--- src/rtl/spi_divmmc_target_pkg.sv ---
// Shared types and constants for the SD/MMC-style SPI target.
package spi_divmmc_target_pkg;

  typedef enum logic {ST_IDLE, ST_ACTIVE} tgt_state_t;

  localparam logic [7:0] DEFAULT_FILL = 8'hFF;
  localparam int         BIT_CNT_W    = 3;

endpackage : spi_divmmc_target_pkg

--- src/rtl/spi_divmmc_target_if.sv ---
// Host-side byte handshake between the SPI target and card-emulation logic.
// The target uses the slave modport; the card-emulation side uses master.
interface spi_divmmc_target_if;

  logic [7:0] rx_data;
  logic       rx_valid;
  logic       rx_ack;
  logic [7:0] tx_data;
  logic       tx_load;
  logic       tx_full;

  modport master (
    input  rx_data,
    input  rx_valid,
    output rx_ack,
    output tx_data,
    output tx_load,
    input  tx_full
  );

  modport slave (
    output rx_data,
    output rx_valid,
    input  rx_ack,
    input  tx_data,
    input  tx_load,
    output tx_full
  );

endinterface : spi_divmmc_target_if

--- src/rtl/spi_divmmc_target_sync.sv ---
// Multi-stage synchronizer with rise/fall detection against one extra flop.
// The chain and the history flop are preset to the pin's idle level so that
// leaving reset never produces a spurious edge.
module spi_divmmc_target_sync #(
  parameter int   STAGES    = 2,
  parameter logic RESET_VAL = 1'b0
) (
  input  logic clk_sys,
  input  logic reset_n,
  input  logic din,
  output logic level,
  output logic rise,
  output logic fall
);

  logic [STAGES-1:0] chain;
  logic              prev;

  // Shift the pin through the synchronizer and keep one cycle of history.
  always_ff @(posedge clk_sys or negedge reset_n) begin
    if (!reset_n) begin
      chain <= {STAGES{RESET_VAL}};
      prev  <= RESET_VAL;
    end else begin
      chain <= {chain[STAGES-2:0], din};
      prev  <= chain[STAGES-1];
    end
  end

  assign level = chain[STAGES-1];
  assign rise  = level & ~prev;
  assign fall  = ~level & prev;

endmodule : spi_divmmc_target_sync

--- src/rtl/spi_divmmc_target.sv ---
// SPI mode 0 byte-level target emulating an SD/MMC card interface.
// SCK, CS_n and MOSI are oversampled into clk_sys; each SCK phase must last
// at least SYNC_STAGES+2 clk_sys cycles.
// Optional feature: define SPI_DIVMMC_TARGET_OVERRUN_EN to build overrun
// detection (pulse output plus an internal saturating debug counter).
module spi_divmmc_target
  import spi_divmmc_target_pkg::*;
#(
  parameter int         SYNC_STAGES = 2,
  parameter logic [7:0] FILL_BYTE   = DEFAULT_FILL
) (
  input  logic clk_sys,
  input  logic reset_n,
  input  logic spi_cs_n,
  input  logic spi_clk,
  input  logic spi_mosi,
  output logic spi_miso,
  output logic spi_miso_oe,
  output logic selected,
  output logic sel_start,
  output logic sel_end,
  output logic overrun,
  spi_divmmc_target_if.slave host
);

  // Synchronized pin views
  logic sck_rise, sck_fall, sck_level_unused;
  logic cs_rise, cs_fall, cs_level_unused;
  logic mosi_s, mosi_rise_unused, mosi_fall_unused;

  // FSM
  tgt_state_t state, state_next;
  logic       cs_assert, cs_deassert;
  logic       sck_rise_evt, sck_fall_evt;

  // Datapath
  logic [BIT_CNT_W-1:0] bit_cnt, bit_base;
  logic [7:0]           shift_in;
  logic [7:0]           shifter;
  logic [7:0]           hold_reg;
  logic                 tx_full_reg;
  logic [7:0]           rx_data_reg;
  logic                 rx_valid_reg;
  logic                 sel_start_reg, sel_end_reg;
  logic                 reload;
  logic [7:0]           reload_byte;
  logic                 byte_done;
  logic [7:0]           rx_byte;

  spi_divmmc_target_sync #(.STAGES(SYNC_STAGES), .RESET_VAL(1'b0)) u_sync_sck (
    .clk_sys (clk_sys),
    .reset_n (reset_n),
    .din     (spi_clk),
    .level   (sck_level_unused),
    .rise    (sck_rise),
    .fall    (sck_fall)
  );

  spi_divmmc_target_sync #(.STAGES(SYNC_STAGES), .RESET_VAL(1'b1)) u_sync_cs (
    .clk_sys (clk_sys),
    .reset_n (reset_n),
    .din     (spi_cs_n),
    .level   (cs_level_unused),
    .rise    (cs_rise),
    .fall    (cs_fall)
  );

  // MOSI shares the synchronizer depth so it stays aligned with SCK edges.
  spi_divmmc_target_sync #(.STAGES(SYNC_STAGES), .RESET_VAL(1'b0)) u_sync_mosi (
    .clk_sys (clk_sys),
    .reset_n (reset_n),
    .din     (spi_mosi),
    .level   (mosi_s),
    .rise    (mosi_rise_unused),
    .fall    (mosi_fall_unused)
  );

  // State register.
  always_ff @(posedge clk_sys or negedge reset_n) begin
    if (!reset_n) state <= ST_IDLE;
    else          state <= state_next;
  end

  // Next-state: CS edges alone move between idle and active.
  always_comb begin
    state_next = state;
    case (state)
      ST_IDLE:   if (cs_fall) state_next = ST_ACTIVE;
      ST_ACTIVE: if (cs_rise) state_next = ST_IDLE;
      default:   state_next = ST_IDLE;
    endcase
  end

  // FSM outputs: qualified events for the datapath and the select status.
  // A rising SCK seen together with CS assert is still honoured (CS first);
  // any SCK edge coinciding with CS deassert is dropped with the partial byte.
  always_comb begin
    cs_assert    = (state == ST_IDLE) && cs_fall;
    cs_deassert  = (state == ST_ACTIVE) && cs_rise;
    sck_rise_evt = sck_rise && (((state == ST_ACTIVE) && !cs_rise) || cs_assert);
    sck_fall_evt = sck_fall && (state == ST_ACTIVE) && !cs_rise;
    spi_miso_oe  = (state == ST_ACTIVE);
    selected     = (state == ST_ACTIVE);
  end

  // Bit position used by this cycle's rising edge (CS assert restarts at 0).
  assign bit_base    = cs_assert ? '0 : bit_cnt;
  assign byte_done   = sck_rise_evt && (&bit_base);
  assign rx_byte     = {shift_in[6:0], mosi_s};
  assign reload      = cs_assert || (sck_fall_evt && (bit_cnt == '0));
  assign reload_byte = tx_full_reg ? hold_reg : FILL_BYTE;

  // Receive shifter and bit counter.
  always_ff @(posedge clk_sys or negedge reset_n) begin
    if (!reset_n) begin
      shift_in <= '0;
      bit_cnt  <= '0;
    end else if (cs_deassert) begin
      bit_cnt <= '0;
    end else if (sck_rise_evt) begin
      shift_in <= rx_byte;
      bit_cnt  <= bit_base + 1'b1;
    end else if (cs_assert) begin
      bit_cnt <= '0;
    end
  end

  // Transmit shifter: reload at byte boundaries, shift on other falling edges.
  always_ff @(posedge clk_sys or negedge reset_n) begin
    if (!reset_n)          shifter <= FILL_BYTE;
    else if (reload)       shifter <= reload_byte;
    else if (sck_fall_evt) shifter <= {shifter[6:0], 1'b0};
  end

  // Holding register: a host load always wins over consumption by the shifter.
  always_ff @(posedge clk_sys or negedge reset_n) begin
    if (!reset_n) begin
      hold_reg    <= '0;
      tx_full_reg <= 1'b0;
    end else if (host.tx_load) begin
      hold_reg    <= host.tx_data;
      tx_full_reg <= 1'b1;
    end else if (reload && tx_full_reg) begin
      tx_full_reg <= 1'b0;
    end
  end

  // Received byte register: a completing byte beats a simultaneous ack.
  always_ff @(posedge clk_sys or negedge reset_n) begin
    if (!reset_n) begin
      rx_data_reg  <= '0;
      rx_valid_reg <= 1'b0;
    end else if (byte_done) begin
      rx_data_reg  <= rx_byte;
      rx_valid_reg <= 1'b1;
    end else if (host.rx_ack) begin
      rx_valid_reg <= 1'b0;
    end
  end

  // Select start/end strobes.
  always_ff @(posedge clk_sys or negedge reset_n) begin
    if (!reset_n) begin
      sel_start_reg <= 1'b0;
      sel_end_reg   <= 1'b0;
    end else begin
      sel_start_reg <= cs_assert;
      sel_end_reg   <= cs_deassert;
    end
  end

`ifdef SPI_DIVMMC_TARGET_OVERRUN_EN
  logic       overrun_hit;
  logic       overrun_reg;
  logic [7:0] overrun_cnt;

  assign overrun_hit = byte_done && rx_valid_reg && !host.rx_ack;

  // Overrun strobe plus a saturating debug count, cleared per selection.
  always_ff @(posedge clk_sys or negedge reset_n) begin
    if (!reset_n) begin
      overrun_reg <= 1'b0;
      overrun_cnt <= '0;
    end else begin
      overrun_reg <= overrun_hit;
      if (cs_assert)
        overrun_cnt <= '0;
      else if (overrun_hit && (overrun_cnt != 8'hFF))
        overrun_cnt <= overrun_cnt + 8'd1;
    end
  end

  assign overrun = overrun_reg;
`else
  assign overrun = 1'b0;
`endif

  assign spi_miso      = spi_miso_oe ? shifter[7] : 1'b1;
  assign sel_start     = sel_start_reg;
  assign sel_end       = sel_end_reg;
  assign host.rx_data  = rx_data_reg;
  assign host.rx_valid = rx_valid_reg;
  assign host.tx_full  = tx_full_reg;

endmodule : spi_divmmc_target

--- src/flat_wrapper.sv ---
// flat-port wrapper written by rule: the top's interface ports become plain ports
module spi_divmmc_target_flat import spi_divmmc_target_pkg::*;
#(
  parameter int         SYNC_STAGES = 2,
  parameter logic [7:0] FILL_BYTE   = DEFAULT_FILL
)
  (clk_sys, reset_n, spi_cs_n, spi_clk, spi_mosi, spi_miso, spi_miso_oe, selected, sel_start, sel_end, overrun, host_rx_data, host_rx_valid, host_rx_ack, host_tx_data, host_tx_load, host_tx_full);
  spi_divmmc_target_if host_i ();
  input  logic clk_sys;
  input  logic reset_n;
  input  logic spi_cs_n;
  input  logic spi_clk;
  input  logic spi_mosi;
  output logic spi_miso;
  output logic spi_miso_oe;
  output logic selected;
  output logic sel_start;
  output logic sel_end;
  output logic overrun;
  output wire logic [$bits(host_i.rx_data)-1:0] host_rx_data;
  output wire logic [$bits(host_i.rx_valid)-1:0] host_rx_valid;
  input wire logic [$bits(host_i.rx_ack)-1:0] host_rx_ack;
  input wire logic [$bits(host_i.tx_data)-1:0] host_tx_data;
  input wire logic [$bits(host_i.tx_load)-1:0] host_tx_load;
  output wire logic [$bits(host_i.tx_full)-1:0] host_tx_full;
  assign host_rx_data = host_i.rx_data;
  assign host_rx_valid = host_i.rx_valid;
  assign host_i.rx_ack = host_rx_ack;
  assign host_i.tx_data = host_tx_data;
  assign host_i.tx_load = host_tx_load;
  assign host_tx_full = host_i.tx_full;
  spi_divmmc_target #(.SYNC_STAGES(SYNC_STAGES), .FILL_BYTE(FILL_BYTE)) u_core (.clk_sys(clk_sys), .reset_n(reset_n), .spi_cs_n(spi_cs_n), .spi_clk(spi_clk), .spi_mosi(spi_mosi), .spi_miso(spi_miso), .spi_miso_oe(spi_miso_oe), .selected(selected), .sel_start(sel_start), .sel_end(sel_end), .overrun(overrun), .host(host_i));
endmodule
--- config.mk ---
export PLATFORM = sky130hd
export DESIGN_NAME = spi_divmmc_target_flat
export DESIGN_NICKNAME = d
export VERILOG_FILES = /design/src/rtl/spi_divmmc_target_pkg.sv /design/src/rtl/spi_divmmc_target_if.sv /design/src/rtl/spi_divmmc_target_sync.sv /design/src/rtl/spi_divmmc_target.sv /design/src/flat_wrapper.sv
export SDC_FILE = /design/constraint.sdc
export NUM_CORES = 1
export LEC_CHECK = 0
export BUFFER_PORTS_ARGS = -buffer_cell sky130_fd_sc_hd__buf_2
export CORE_UTILIZATION = 51
export CTS_CLUSTER_SIZE = 12
export DETAILED_ROUTE_END_ITERATION = 6
export GPL_ROUTABILITY_DRIVEN = 0
export PLACE_DENSITY_LB_ADDON = 0.2
export SLEW_MARGIN = 20
export SYNTH_ARGS = -nofsm -noshare
export SYNTH_HDL_FRONTEND = slang
export SYNTH_SLANG_ARGS = --single-unit
--- constraint.sdc ---
create_clock -name clk_sys -period 2.4 [get_ports clk_sys]
set_input_delay 0 -clock clk_sys [delete_from_list [all_inputs] [get_ports clk_sys]]
set_output_delay 0 -clock clk_sys [all_outputs]
set_load 0.02 [all_outputs]
; Word level (Yosys, flattened, before mapping)
; Index checks and enable logic that the tools add are counted.
[totals]
out_inout_bits = 16
in_bits = 15
word_cells = 58
register_bits = 47
[classes]
add_sub_neg = 1
reduce_logical = 18
n_mux = 14
bitwise = 10
[op_table]
columns = cell, count
row1 = 2-to-1 mux 8 bit, 3
row2 = logical AND 1 bit, 9
row3 = 2-to-1 mux 3 bit, 3
row4 = 2-to-1 mux 1 bit, 7
row5 = NOT 1 bit, 6
row6 = nonzero test 2 bit, 3
row7 = AND 1 bit, 4
row8 = "adder 3 x 1 -> 3 bit, second input constant", 1
row9 = logical NOT 3 bit, 1
row10 = AND reduction 3 bit, 1
row11 = logical OR 1 bit, 2
row12 = one-hot mux 1 bit (2 select lines), 1
row13 = AND reduction 2 bit, 1
row14 = logical NOT 1 bit, 1

; Depth between registers and ports, before layout
; Gate-level depths: netlist (run 1).
[logic_depth]
word_depth = 9
ltp_mapped = 6
ltp_nobuf = 6

; Cells and area by module
; A second synthesis (run 1) with hierarchy kept.
[hier_totals]
cells_unflattened = 151
area_unflattened_um2 = 2000.7
[modules_own_cells]
columns = module, cells_each, instances, seq_area_each_um2, area_per_inst_um2
row1 = spi_divmmc_target, 136, 1, 985.9, 1726.7
row2 = spi_divmmc_target_sync at u_core.u_sync_mosi ..., 5, 2, 75.1, 90.1
row3 = spi_divmmc_target_sync at u_core.u_sync_cs, 5, 1, 78.8, 93.8

; Worst setup path before layout (run 1)
; OpenSTA, ideal clock, no wires.
[synth_path]
path_type = reg2reg
startpoint = reg u_core.state, in the netlist u_core.selected
endpoint = reg u_core.rx_data_reg[0], in the netlist u_core.host.rx_data[0]
arrival_ps = 2045
path_stages_with_launch = 7
slack_ps = 231
period_less_slack_ps = 2169
path_cell_list = dfrtp_1 or3b_4 and2_2 ha_1 ha_1 nand3_2 mux2_2
[synth_between]
elab_chain_len = 5
[synth_lines]
columns = item, line_no
row1 = "start, declared", spi_divmmc_target.sv:32  ; tgt_state_t state, state_next;
row2 = "start signal, assigned", spi_divmmc_target.sv:81  ; else state <= state_next;
row3 = NOT 1 bit, spi_divmmc_target.sv:98  ; cs_assert = (state == ST_IDLE) && cs_fall;
row4 = logical AND 1 bit, spi_divmmc_target.sv:98
row5 = 2-to-1 mux 3 bit or logical OR 1 bit (tied branches), "spi_divmmc_target.sv:107, spi_divmmc_target.sv:100"
row6 = AND reduction 3 bit or logical AND 1 bit (tied branches), "spi_divmmc_target.sv:108, spi_divmmc_target.sv:100"
row7 = logical AND 1 bit (*), spi_divmmc_target.sv:108  ; assign byte_done = sck_rise_evt && (&bit_base);
row8 = "end signal, assigned", spi_divmmc_target.sv:154  ; rx_data_reg <= rx_byte;
row9 = "end, declared", spi_divmmc_target.sv:42  ; logic [7:0] rx_data_reg;
; Mark *: on every way between the ends. The rest lies on a longest branch, timed or not.
; A chain may end at the register's enable or synchronous reset.

; Final worst setup path (run 1)
[layout_path]
startpoint = reg u_core.u_sync_cs.prev
endpoint = reg u_core.rx_data_reg[7], in the netlist u_core.host.rx_data[7]
[layout_between]
elab_chain_len = 7
[layout_lines]
columns = item, line_no
row1 = "start, declared", spi_divmmc_target_sync.sv:17  ; logic prev;
row2 = "start signal, assigned", spi_divmmc_target_sync.sv:26  ; prev <= chain[STAGES-1];
row3 = NOT 1 bit, spi_divmmc_target_sync.sv:31  ; assign rise = level & ~prev;
row4 = AND 1 bit, spi_divmmc_target_sync.sv:31
row5 = logical NOT 1 bit, spi_divmmc_target.sv:100  ; sck_rise_evt = sck_rise && (((state == ST_ACTIVE) && !cs_rise) || cs_assert);
row6 = logical AND 1 bit, spi_divmmc_target.sv:100
row7 = logical OR 1 bit, spi_divmmc_target.sv:100
row8 = logical AND 1 bit, spi_divmmc_target.sv:100
row9 = logical AND 1 bit (*), spi_divmmc_target.sv:108
; Marks and branches as above.

==> results_dict.tcl, run 1 <==
set metrics [dict create \
    timing.critical_path.from_type "register" \
    multi_input_comb_area_um2 730.7 \
    seq_power_share_pct 51.4 \
    fp-row-count 22 \
    worst-endpoint-arrival_ps 2450 \
    grt-busiest-layer "met2" \
    area.growth.synth_to_final_pct 21.49 \
    crit_end "u_core.host.rx_data[7]$_DFFE_PN0P_" \
    vias_per_cell 4.957 \
    worst-path-max-fanout 9 \
    timing.clock.skew_ps 13.90 \
    fill_cells 292 \
    worst_pin_slew_ps 985.9 \
    report.final.slew_viol_count 0 \
    antenna_left 0 \
    launching_element_of_the_worst_setup_path "u_core.u_sync_cs.prev$_DFF_PN1_" \
    clk_latency_ps 310 \
    layout_worst_path_cycle_share_pct 94.58 \
    postSynthCellCount 138 \
    detailedPlace.worstSlack_ps 107.8 \
    maxCapViolCount 0 \
    r2r_cells 6 \
    grt_max_degree 48 \
    sequential_cell_area_fraction_in_the_yosys_report_pct 60.46 \
    critPathCaptureType "register" \
    design_area_um2 2391 \
    dr.first_iter.drc_count 33 \
    grt-ovfl-total 0 \
    crit_required_ps 2580 \
    p_int_mw 1.534 \
    route.vias.total 1150 \
    overall_die_area_um2 4111 \
    crit-reg2reg-launch "u_core.u_sync_cs.prev$_DFF_PN1_" \
    fp.dieW_um 64.12 \
    hold_path_class "in -> reg" \
    pnr_worst_setup_slack_ps 130.1 \
    met1_usage_pct 22.32 \
    detail_route.drc_violations 0 \
    avgRoutedWirePerCell_um 14.56 \
    grt_use_total_pct 19.59 \
    initial_utilization_pct 53.36 \
    timing.final.setup_violations 0 \
    ctsLongestPathBuffers 2 \
    numCtsBuffers 5 \
    powerDensity_nw_per_um2 866.6 \
    h-tree-depth 2 \
    detail_route.wirelength_um 3379 \
    distinct_cells_synth 34 \
    core_area_um2 3689 \
    timing.rr.end "u_core.host.rx_data[7]$_DFFE_PN0P_" \
    tritoncts "done" \
    timing.fmax_mhz 440.6 \
    detailed_place_hpwl_um 2273 \
    power.share.clock_pct 28.5 \
    antenna_cells 0 \
    synthesis.area_per_instance_um2 14.26 \
    first_pass_grt_wire_length_um 5892 \
    synth_seq_cells 47 \
    synth.yosys.warnings 0 \
    hold_viol 0 \
    design.final.nets 200 \
    grt_use_met3_pct 5.536 \
    worst_setup_slack_for_register_to_register_paths_ps 130 \
    via_count_of_the_first_global_routing_pass 1279 \
    power.switching_fraction_pct 25.95 \
    totalNegativeSetupSlack_ps 0 \
    fin_total_pwr_mw 2.072 \
    power.combinational.fraction_pct 20.1 \
    placed_area_um2 2136 \
    met2_usage_pct 34.31 \
    clk_pin_slew_worst_paths_ps 80 \
    result_of_the_run "complete, no violations" \
    pin_count 31 \
    fin_crit_ps 2270 \
    regArea_um2 1190 \
    rsz_0062_raised_after_global_routing "false" \
    worst-setup-path-type "reg -> reg" \
    leakagePower_nw 1.177 \
    post_route_core_utilization_pct 64.82 \
    die-height_um 64.12 \
    timing.slew.headroom_pct 34.28 \
    power.ir.vdd_worst_mv 0.5527 \
    share_of_cells_above_drive_strength_1_pct 45.11 \
    place.port_buffers 29 \
    dr.pass1.iters 4 \
    root_buffer "sky130_fd_sc_hd__clkbuf_8" \
    switching_power_uw 537.7 \
    cts.sinks 47 \
    initial_antenna_violation_count 0 \
    mappedNetlistNets 155 \
    netlist_area_um2 1968 \
]
-- layout by cell type, fill, tap and decap left out, types with 2 or more instances in the layout --
master | synthesis | final
sky130_fd_sc_hd__mux2_4 | 7 | 7
sky130_fd_sc_hd__nor2_1 | 10 | 10
sky130_fd_sc_hd__and2b_1 | 2 | 2
sky130_fd_sc_hd__buf_2 | 0 | 29
sky130_fd_sc_hd__mux2_2 | 16 | 16
sky130_fd_sc_hd__a21oi_1 | 8 | 8
sky130_fd_sc_hd__mux2i_1 | 9 | 9
sky130_fd_sc_hd__nand2_1 | 4 | 4
sky130_fd_sc_hd__nand2b_1 | 7 | 7
sky130_fd_sc_hd__ha_1 | 2 | 2
sky130_fd_sc_hd__dfstp_2 | 11 | 11
sky130_fd_sc_hd__and2_2 | 3 | 3
sky130_fd_sc_hd__dlygate4sd3_1 | 0 | 13
sky130_fd_sc_hd__dfrtp_1 | 36 | 36
sky130_fd_sc_hd__clkbuf_8 | 0 | 6
-- synthesized netlist by cell type (all sizes together) --
library cell	n	area, um^2
dfrtp	36	900.9
mux2	23	285.3
dfstp	11	289.0
nor2	11	57.56
mux2i	9	90.09
a21oi	8	40.04
nand2b	7	43.79
and2	4	31.28
buf	4	41.28
nand2	4	15.01
and2b	2	15.01
ha	2	25.02
inv	2	10.01
nor3	2	15.01
a21bo	1	10.01
a21o	1	7.510
clkbuf	1	3.750
conb	1	3.750
nand3	1	10.01
nor2b	1	6.260
o21ai	1	5.000
o21bai	1	7.510
o22ai	1	6.260
o31ai	1	21.27
or2b	1	7.510
or3b	1	11.26
xor2	1	8.760
-- cells by family (layout without fill, tap and decap cells) --
kind of cell,Yosys count,count (layout),synth area share (%)
DFF,47,47,60.46
and+or+nand+nor,34,34,10.81
muxes,32,32,19.07
AOI/OAI and AO/OA,14,14,4.959
buffers and inverters,7,53,2.797
adders and majority gates,2,2,1.271
other,1,1,0.1905
xor gates and xnor gates,1,1,0.4451
-- cell type report --
class,count,share of cell area (%)
clock inverter,2,1.465
multi-input combinational,84,30.56
sequential,47,49.76
tap,48,2.512
clock buffer,6,3.454
timing repair buffer,43,11.83
inverter,2,0.4186
-- stage by stage --
step	hold slack [ps]	instances
6_report	45.56	232
5_1_grt	57.87	232
4_1_cts	40.14	232
3_5_place_dp	109.3	211
3_3_place_gp	105.6	211
2_1_floorplan	-295.6	138
-- worst min-delay path by stage --
stage	from	endpoint	slack [ps]	cells after the start
after floorplan	reset_n	u_core.bit_cnt[0]$_DFF_PN0_	-300	0
after global placement	spi_cs_n	u_core.u_sync_cs.chain[0]$_DFF_PN1_	110	1
after detailed placement	spi_mosi	u_core.u_sync_mosi.chain[0]$_DFF_PN0_	110	1
after CTS	host_tx_load	u_core.host.tx_full$_DFFE_PN0P_	40	2
after global routing	host_tx_load	u_core.host.tx_full$_DFFE_PN0P_	60	2
final	host_tx_load	u_core.host.tx_full$_DFFE_PN0P_	50	2
-- power groups by stage --
| stage | clock network, mW | registers [mW] | logic, mW |
|---|---|---|---|
| 6_report | 0.591 | 1.06 | 0.417 |
| 5_1_grt | 0.650 | 1.08 | 0.461 |
| 4_1_cts | 0.608 | 1.07 | 0.423 |
| 3_5_place_dp | 0 | 1.08 | 0.405 |
| 3_3_place_gp | 0 | 1.07 | 0.384 |
| 2_1_floorplan | 0 | 1.06 | 0.319 |
-- worst max-delay path, cell delays in order, from the launching register on --
cell	delay, ps
sky130_fd_sc_hd__dfstp_2	560
sky130_fd_sc_hd__or3b_4	440
sky130_fd_sc_hd__and2_2	230
sky130_fd_sc_hd__ha_1	200
sky130_fd_sc_hd__ha_1	230
sky130_fd_sc_hd__nand3_4	130
sky130_fd_sc_hd__mux2_2	350
-- layer usage --
metal	up-vias	routed length, um
met1	571	1381
met2	19	1840
met4	0	71
li1	553	-
met3	7	86
met5	-	0
-- timing repair --
| action | 4_1_cts | 5_1_grt |
|---|---|---|
| hold buffers | 13 | 0 |
| endpoints found under the setup margin | 0 | 6 |
| buffers inserted | 0 | 0 |
| hold endpoints to repair | 48 | 0 |
| gates resized for setup | 0 | 1 |
No activity file was read; power rests on OpenSTA's default activity.
==> inputs of run 2 (changes only) <==
Settings changed: SETUP_SLACK_MARGIN from default to 0.15.
Clock period 2.4 ns to 2.2 ns, I/O delays scaled along.
==> run 2 against run 1 <==
  * Non-clock buffer count up 3
  * Sequential share of layout area decreased by 0.59 points
  * Register-to-register slack better by 70 ps
  * Final cell count is 1.7% higher
  * Wire length up 0.59%
  * Cell area grew 1.3%
  * Worst setup slack gained 67 ps
  * Clock power fell by 13%
  * Critical path depth is the same
  * Sequential power rose by 9%
  * Via count grew 1.6%
  * Core utilization up 0.85 points
  * Critical endpoint is now u_core.host.rx_data[5]$_DFFE_PN0P_
==> results_dict.tcl, run 2 (synthesized netlist as in run 1, its figures left out) <==
set metrics [dict create \
    result_of_the_run "complete, no violations" \
    timing.final.setup_violations 0 \
    leakagePower_nw 1.173 \
    first_pass_grt_wire_length_um 5892 \
    worst-endpoint-arrival_ps 2180 \
    most-common-layout-cells "35 x sky130_fd_sc_hd__dfrtp_1, 29 x sky130_fd_sc_hd__buf_2, 16 x sky130_fd_sc_hd__mux2_2" \
    holdPathStages 2 \
    fin_total_pwr_mw 2.136 \
    numCtsBuffers 5 \
    dr.first_iter.drc_count 40 \
    die-height_um 64.12 \
    initial_utilization_pct 53.36 \
    layout_commonest_cell "sky130_fd_sc_hd__dfrtp_1" \
    report.final.slew_viol_count 0 \
    power.share.clock_pct 24.1 \
    detail_route.drc_violations 0 \
    cts.sinks 47 \
    dr.pass1.iters 4 \
    switching_power_uw 569.1 \
    totalNegativeSetupSlack_ps 0 \
    vias_per_cell 4.949 \
    tritoncts "done" \
    grt_use_total_pct 19.49 \
    timing.slew.headroom_pct 66.48 \
    share_of_cells_above_drive_strength_1_pct 47.34 \
    worst-path-max-fanout 5 \
    h-tree-depth 2 \
    worst_pin_slew_ps 502.9 \
    clk_latency_ps 290 \
    antenna_left 0 \
    initial_antenna_violation_count 0 \
    layout_worst_path_cycle_share_pct 91.04 \
    timing.critical_path.from_type "register" \
    grt_max_degree 21 \
    core_area_um2 3689 \
    maxCapViolCount 0 \
    overall_die_area_um2 4111 \
    power.ir.vdd_worst_mv 0.5857 \
    powerDensity_nw_per_um2 881.7 \
    hold_viol 0 \
    timing.clock.skew_ps 9.586 \
    fp.dieW_um 64.12 \
    rsz_0062_raised_after_global_routing "true" \
    power.combinational.fraction_pct 21.6 \
    ctsLongestPathBuffers 2 \
    fp-row-count 22 \
    hold_path_class "in -> reg" \
    grt-ovfl-total 0 \
    seq_power_share_pct 54.3 \
    p_int_mw 1.567 \
    clk_pin_slew_worst_paths_ps 80 \
    crit_required_ps 2380 \
    place.port_buffers 29 \
    critPathCaptureType "register" \
    r2r_cells 6 \
    worst-setup-path-type "reg -> reg" \
    route.vias.total 1168 \
    via_count_of_the_first_global_routing_pass 1265 \
    pin_count 31 \
    power.switching_fraction_pct 26.65 \
    antenna_cells 0 \
    detail_route.wirelength_um 3399 \
    root_buffer "sky130_fd_sc_hd__clkbuf_8" \
    fin_crit_ps 2003 \
    avgRoutedWirePerCell_um 14.40 \
    area.growth.synth_to_final_pct 23.08 \
    timing.fmax_mhz 499.3 \
    detailed_place_hpwl_um 2295 \
    design.final.nets 204 \
]
[run 2: changes by cell type in the layout (fill, tap and decap cells not counted), sizes merged]
cell    change
clkbuf      +1
buf         +3
nand3       +1
bufinv      -1
[run 2: path summary, 6_finish.rpt]
path,start,endpoint,slack (ps)
max reg2reg,u_core.u_sync_cs.prev$_DFF_PN1_,u_core.host.rx_data[5]$_DFFE_PN0P_,200
min,host_tx_load,u_core.host.tx_full$_DFFE_PN0P_,40
min reg2reg,u_core.u_sync_cs.chain[0]$_DFF_PN1_,u_core.u_sync_cs.chain[1]$_DFF_PN1_,360
min in group asynchronous,reset_n,u_core.host.tx_full$_DFFE_PN0P_,170
max in group asynchronous,reset_n,u_core.shifter[4]$_DFFE_PN1P_,1450
max,u_core.u_sync_cs.prev$_DFF_PN1_,u_core.host.rx_data[5]$_DFFE_PN0P_,200
[run 2: critical path, cell delays in order (launching register included)]
cell	delay (ps)
sky130_fd_sc_hd__dfstp_2	530
sky130_fd_sc_hd__or3b_4	390
sky130_fd_sc_hd__and2_4	180
sky130_fd_sc_hd__ha_2	180
sky130_fd_sc_hd__ha_4	180
sky130_fd_sc_hd__nand3_4	100
sky130_fd_sc_hd__mux2_2	340
[run 2: stage by stage]
stage	util (%)	setup slack [ps]	instance area, um^2	hold WS, ps	std cells
after floorplan	-	156.3	1981	-295.6	138
after global placement	58.65	156.4	2163	-46.59	213
after detailed placement	58.65	114.1	2163	-44.98	213
after CTS	65.67	182.6	2422	30.55	236
after global routing	65.67	127.2	2422	37.31	236
final	65.67	197.0	2422	39.17	236
[run 2: power groups by stage]
stage                     registers, mW  clock network (mW)  logic [mW]
final                              1.16               0.515       0.461
after global routing               1.18               0.577       0.504
after global placement             1.17                   0       0.422
after CTS                          1.16               0.536       0.469
after detailed placement           1.18                   0       0.441
after floorplan                    1.15                   0       0.351
[run 2: what timing repair did]
item | CTS | global route
pin swaps | 0 | 1
hold buffers | 13 | 0
cloned | 1 | 0
hold endpoints to repair | 30 | 0
gates resized for setup | 3 | 0
buffers inserted | 1 | 0
setup endpoints to repair | 8 | 5
[run 2: area by class of cell]
type                       count  area, um^2
inverter                       2       10.01
fill                         293        1266
timing repair buffer          46       305.3
sequential                    47        1191
clock buffer                   7       86.33
tap                           48       60.06
clock inverter                 1       5.005
multi-input combinational     85       764.5
[run 2: routing by layer]
layer  vias to the layer above  wire length (um)  track usage (%)
li1                        566                 -                -
met1                       580              1431            23.54
met2                        18              1843            33.51
met3                         4                91            5.893
met4                         0                32            5.833
met5                         -                 0                0
==> inputs of run 3 (changes only) <==
Settings changed: ABC_AREA from default to 1, CORE_ASPECT_RATIO from default to 0.75, CORE_MARGIN from default to 3.
==> run 3 against run 2 <==
  * Die area up 16%
  * Clock power up 20%
  * Worst hold slack improved by 9.4 ps
  * Critical path depth rose by 3
  * Worst setup slack gained 210 ps
  * Flip-flop and latch count stayed put
  * Via count grew 27%
  * Global-route usage down 1.1 points
  * First-iteration DRC count rose by 80%
  * Synthesized cell count increased by 61%
  * Combinational power down 4%
  * Sequential power is 4% lower
==> results_dict.tcl, run 3 <==
set metrics [dict create \
    first_pass_grt_wire_length_um 6561 \
    avgRoutedWirePerCell_um 12.04 \
    detail_route.drc_violations 0 \
    maxCapViolCount 0 \
    hold_viol 0 \
    synth.yosys.warnings 0 \
    layout_commonest_cell "sky130_fd_sc_hd__nand2_1" \
    vias_per_cell 4.655 \
    ctsResizeCount 0 \
    placed_area_um2 2217 \
    area.growth.synth_to_final_pct 20.98 \
    dr.pass1.iters 4 \
    postSynthCellCount 222 \
    number_of_buffers_inserted_by_hold_repair_at_cts 13 \
    share_of_cells_above_drive_strength_1_pct 25.47 \
    fp.dieW_um 78.91 \
    fp-row-count 19 \
    netlist_area_um2 2033 \
    worst-setup-path-type "reg -> reg" \
    power.ir.vdd_worst_mv 0.6045 \
    die-height_um 60.68 \
    report.final.slew_viol_count 0 \
    mappedNetlistNets 239 \
    detailed_place_hpwl_um 2598 \
    via_count_of_the_first_global_routing_pass 1403 \
    dr.first_iter.drc_count 72 \
    wl_met2_um 1745 \
    design.final.nets 283 \
    yosys-top-cells-count "61 x sky130_fd_sc_hd__nand2_1, 36 x sky130_fd_sc_hd__dfrtp_1, 35 x sky130_fd_sc_hd__inv_1" \
    power.combinational.fraction_pct 20.4 \
    synth_ff_type "sky130_fd_sc_hd__dfrtp_1" \
    switching_power_uw 628.8 \
    totalNegativeSetupSlack_ps 0 \
    fin_crit_ps 1790 \
    antenna_cells 0 \
    edff_count_synth 0 \
    design_area_um2 2460 \
    distinct_cells_synth 22 \
    crit_required_ps 2380 \
    synthArstFlopShare_pct 100.0 \
    layout_worst_path_cycle_share_pct 81.34 \
    grt-ovfl-total 0 \
    core_area_um2 3756 \
    timing.clock.skew_ps 5.060 \
    root_buffer "sky130_fd_sc_hd__clkbuf_8" \
    post_route_core_utilization_pct 65.49 \
    power.switching_fraction_pct 28.94 \
    powerDensity_nw_per_um2 883.2 \
    numCtsBuffers 5 \
    detail_route.wirelength_um 3842 \
    initial_utilization_pct 54.13 \
    antenna_left 0 \
    clk_pin_slew_worst_paths_ps 90 \
    sequential_cell_area_fraction_in_the_yosys_report_pct 58.52 \
    power.share.clock_pct 28.5 \
    leakagePower_nw 1.321 \
    worst_setup_slack_for_register_to_register_paths_ps 410 \
    post_cts.repair.setup_buffers 0 \
    worst-endpoint-arrival_ps 1970 \
    pin_count 31 \
    timing.fmax_mhz 558.8 \
    most-common-layout-cells "61 x sky130_fd_sc_hd__nand2_1, 36 x sky130_fd_sc_hd__dfrtp_1, 35 x sky130_fd_sc_hd__inv_1" \
    timing.critical_path.from_type "register" \
    timing.final.setup_violations 0 \
    overall_die_area_um2 4788 \
    result_of_the_run "complete, no violations" \
    seq_power_share_pct 51.1 \
    place.port_buffers 29 \
    h-tree-depth 2 \
    route.vias.total 1485 \
    synthesis.area_per_instance_um2 9.159 \
    rsz_0062_raised_after_global_routing "false" \
    uppermost_metal_layer_occupied_by_signal_nets "met4" \
    synth_top_area_share_pct 44.31 \
    ctsLongestPathBuffers 2 \
    synth.largest_area_cell "sky130_fd_sc_hd__dfrtp_1" \
    grt_use_total_pct 18.38 \
    hold_path_class "in -> reg" \
    routedLengthMet1_um 1878 \
    worst-path-max-fanout 17 \
    initial_antenna_violation_count 0 \
    synth.most_common_cell "sky130_fd_sc_hd__nand2_1" \
    grt_max_degree 21 \
    p_int_mw 1.544 \
    synth_top_cells_by_area "sky130_fd_sc_hd__dfrtp_1 44%, sky130_fd_sc_hd__dfstp_2 14%, sky130_fd_sc_hd__nand2_1 11%" \
    fill_cells 331 \
    cts.sinks 47 \
    tritoncts "done" \
    wl_met3_um 181 \
    clk_latency_ps 300 \
    critPathCaptureType "register" \
    synth_seq_cells 47 \
]
run 3: per-stage QoR:
| step | hold WS (ps) | power [mW] | setup WS (ps) | std cells |
|---|---|---|---|---|
| 6_report | 48.60 | 2.173 | 410.4 | 319 |
| 3_3_place_gp | -52.04 | 1.539 | 502.2 | 298 |
| 5_1_grt | 72.58 | 2.324 | 251.8 | 319 |
| 2_1_floorplan | -295.6 | 1.428 | 343.3 | 222 |
| 3_5_place_dp | -56.18 | 1.554 | 425.2 | 298 |
| 4_1_cts | 42.12 | 2.193 | 402.3 | 319 |
run 3: cells by family after synthesis:
logic type / Yosys count / synth area share, %
AND/OR/NAND/NOR: 101 / 22.89
flip-flops: 47 / 58.52
buffers and inverters: 44 / 9.046
AO/OA/AOI/OAI: 27 / 8.123
adder cells (fa/ha/maj): 2 / 1.231
other: 1 / 0.1844
run 3: power groups by stage:
stage / sequential (mW) / clock, mW / combinational (mW)
after detailed placement: 1.13 / 0 / 0.428
after CTS: 1.11 / 0.636 / 0.445
final: 1.11 / 0.620 / 0.442
after global routing: 1.13 / 0.680 / 0.514
after floorplan: 1.12 / 0 / 0.308
after global placement: 1.12 / 0 / 0.419
run 3: critical path, cell delays in order (launching register included):
cell and delay, ps:
sky130_fd_sc_hd__dfstp_2 580, sky130_fd_sc_hd__inv_1 70, sky130_fd_sc_hd__nand3_2 110, sky130_fd_sc_hd__nand2_1 80
sky130_fd_sc_hd__inv_1 80, sky130_fd_sc_hd__ha_1 150, sky130_fd_sc_hd__ha_1 190, sky130_fd_sc_hd__nand3_4 220
sky130_fd_sc_hd__nand2_1 150, sky130_fd_sc_hd__o21ai_2 60
run 3: path summary, 6_finish.rpt:
path / startpoint / endpoint / depth (start not counted)
min in group asynchronous: reset_n / u_core.shift_in[5]$_DFFE_PN0P_ / 2
hold reg to reg: u_core.u_sync_mosi.chain[0]$_DFF_PN0_ / u_core.u_sync_mosi.chain[1]$_DFF_PN0_ / 0
setup / recovery: u_core.u_sync_cs.chain[1]$_DFF_PN1_ / u_core.host.rx_data[3]$_DFFE_PN0P_ / 9
hold / removal: host_tx_load / u_core.host.tx_full$_DFFE_PN0P_ / 3
setup reg to reg: u_core.u_sync_cs.chain[1]$_DFF_PN1_ / u_core.host.rx_data[3]$_DFFE_PN0P_ / 9
max in group asynchronous: reset_n / u_core.u_sync_cs.chain[1]$_DFF_PN1_ / 3
run 3: cell type report:
type / instances / area (um^2) / share of cell area, %
Sequential cell: 47 / 1190 / 48.37
Clock inverter: 3 / 43.79 / 1.780
Clock buffer: 5 / 68.82 / 2.798
Multi-Input combinational cell: 131 / 659.4 / 26.81
Timing Repair Buffer: 45 / 297.8 / 12.11
Inverter: 36 / 135.1 / 5.493
Tap cell: 52 / 65.06 / 2.645
run 3: per-layer routing:
layer  GRT usage (%)  vias up
met1           25.55      671
met4           7.353        0
met5               0        -
met2           28.05       32
met3           4.896        5
li1                -      777
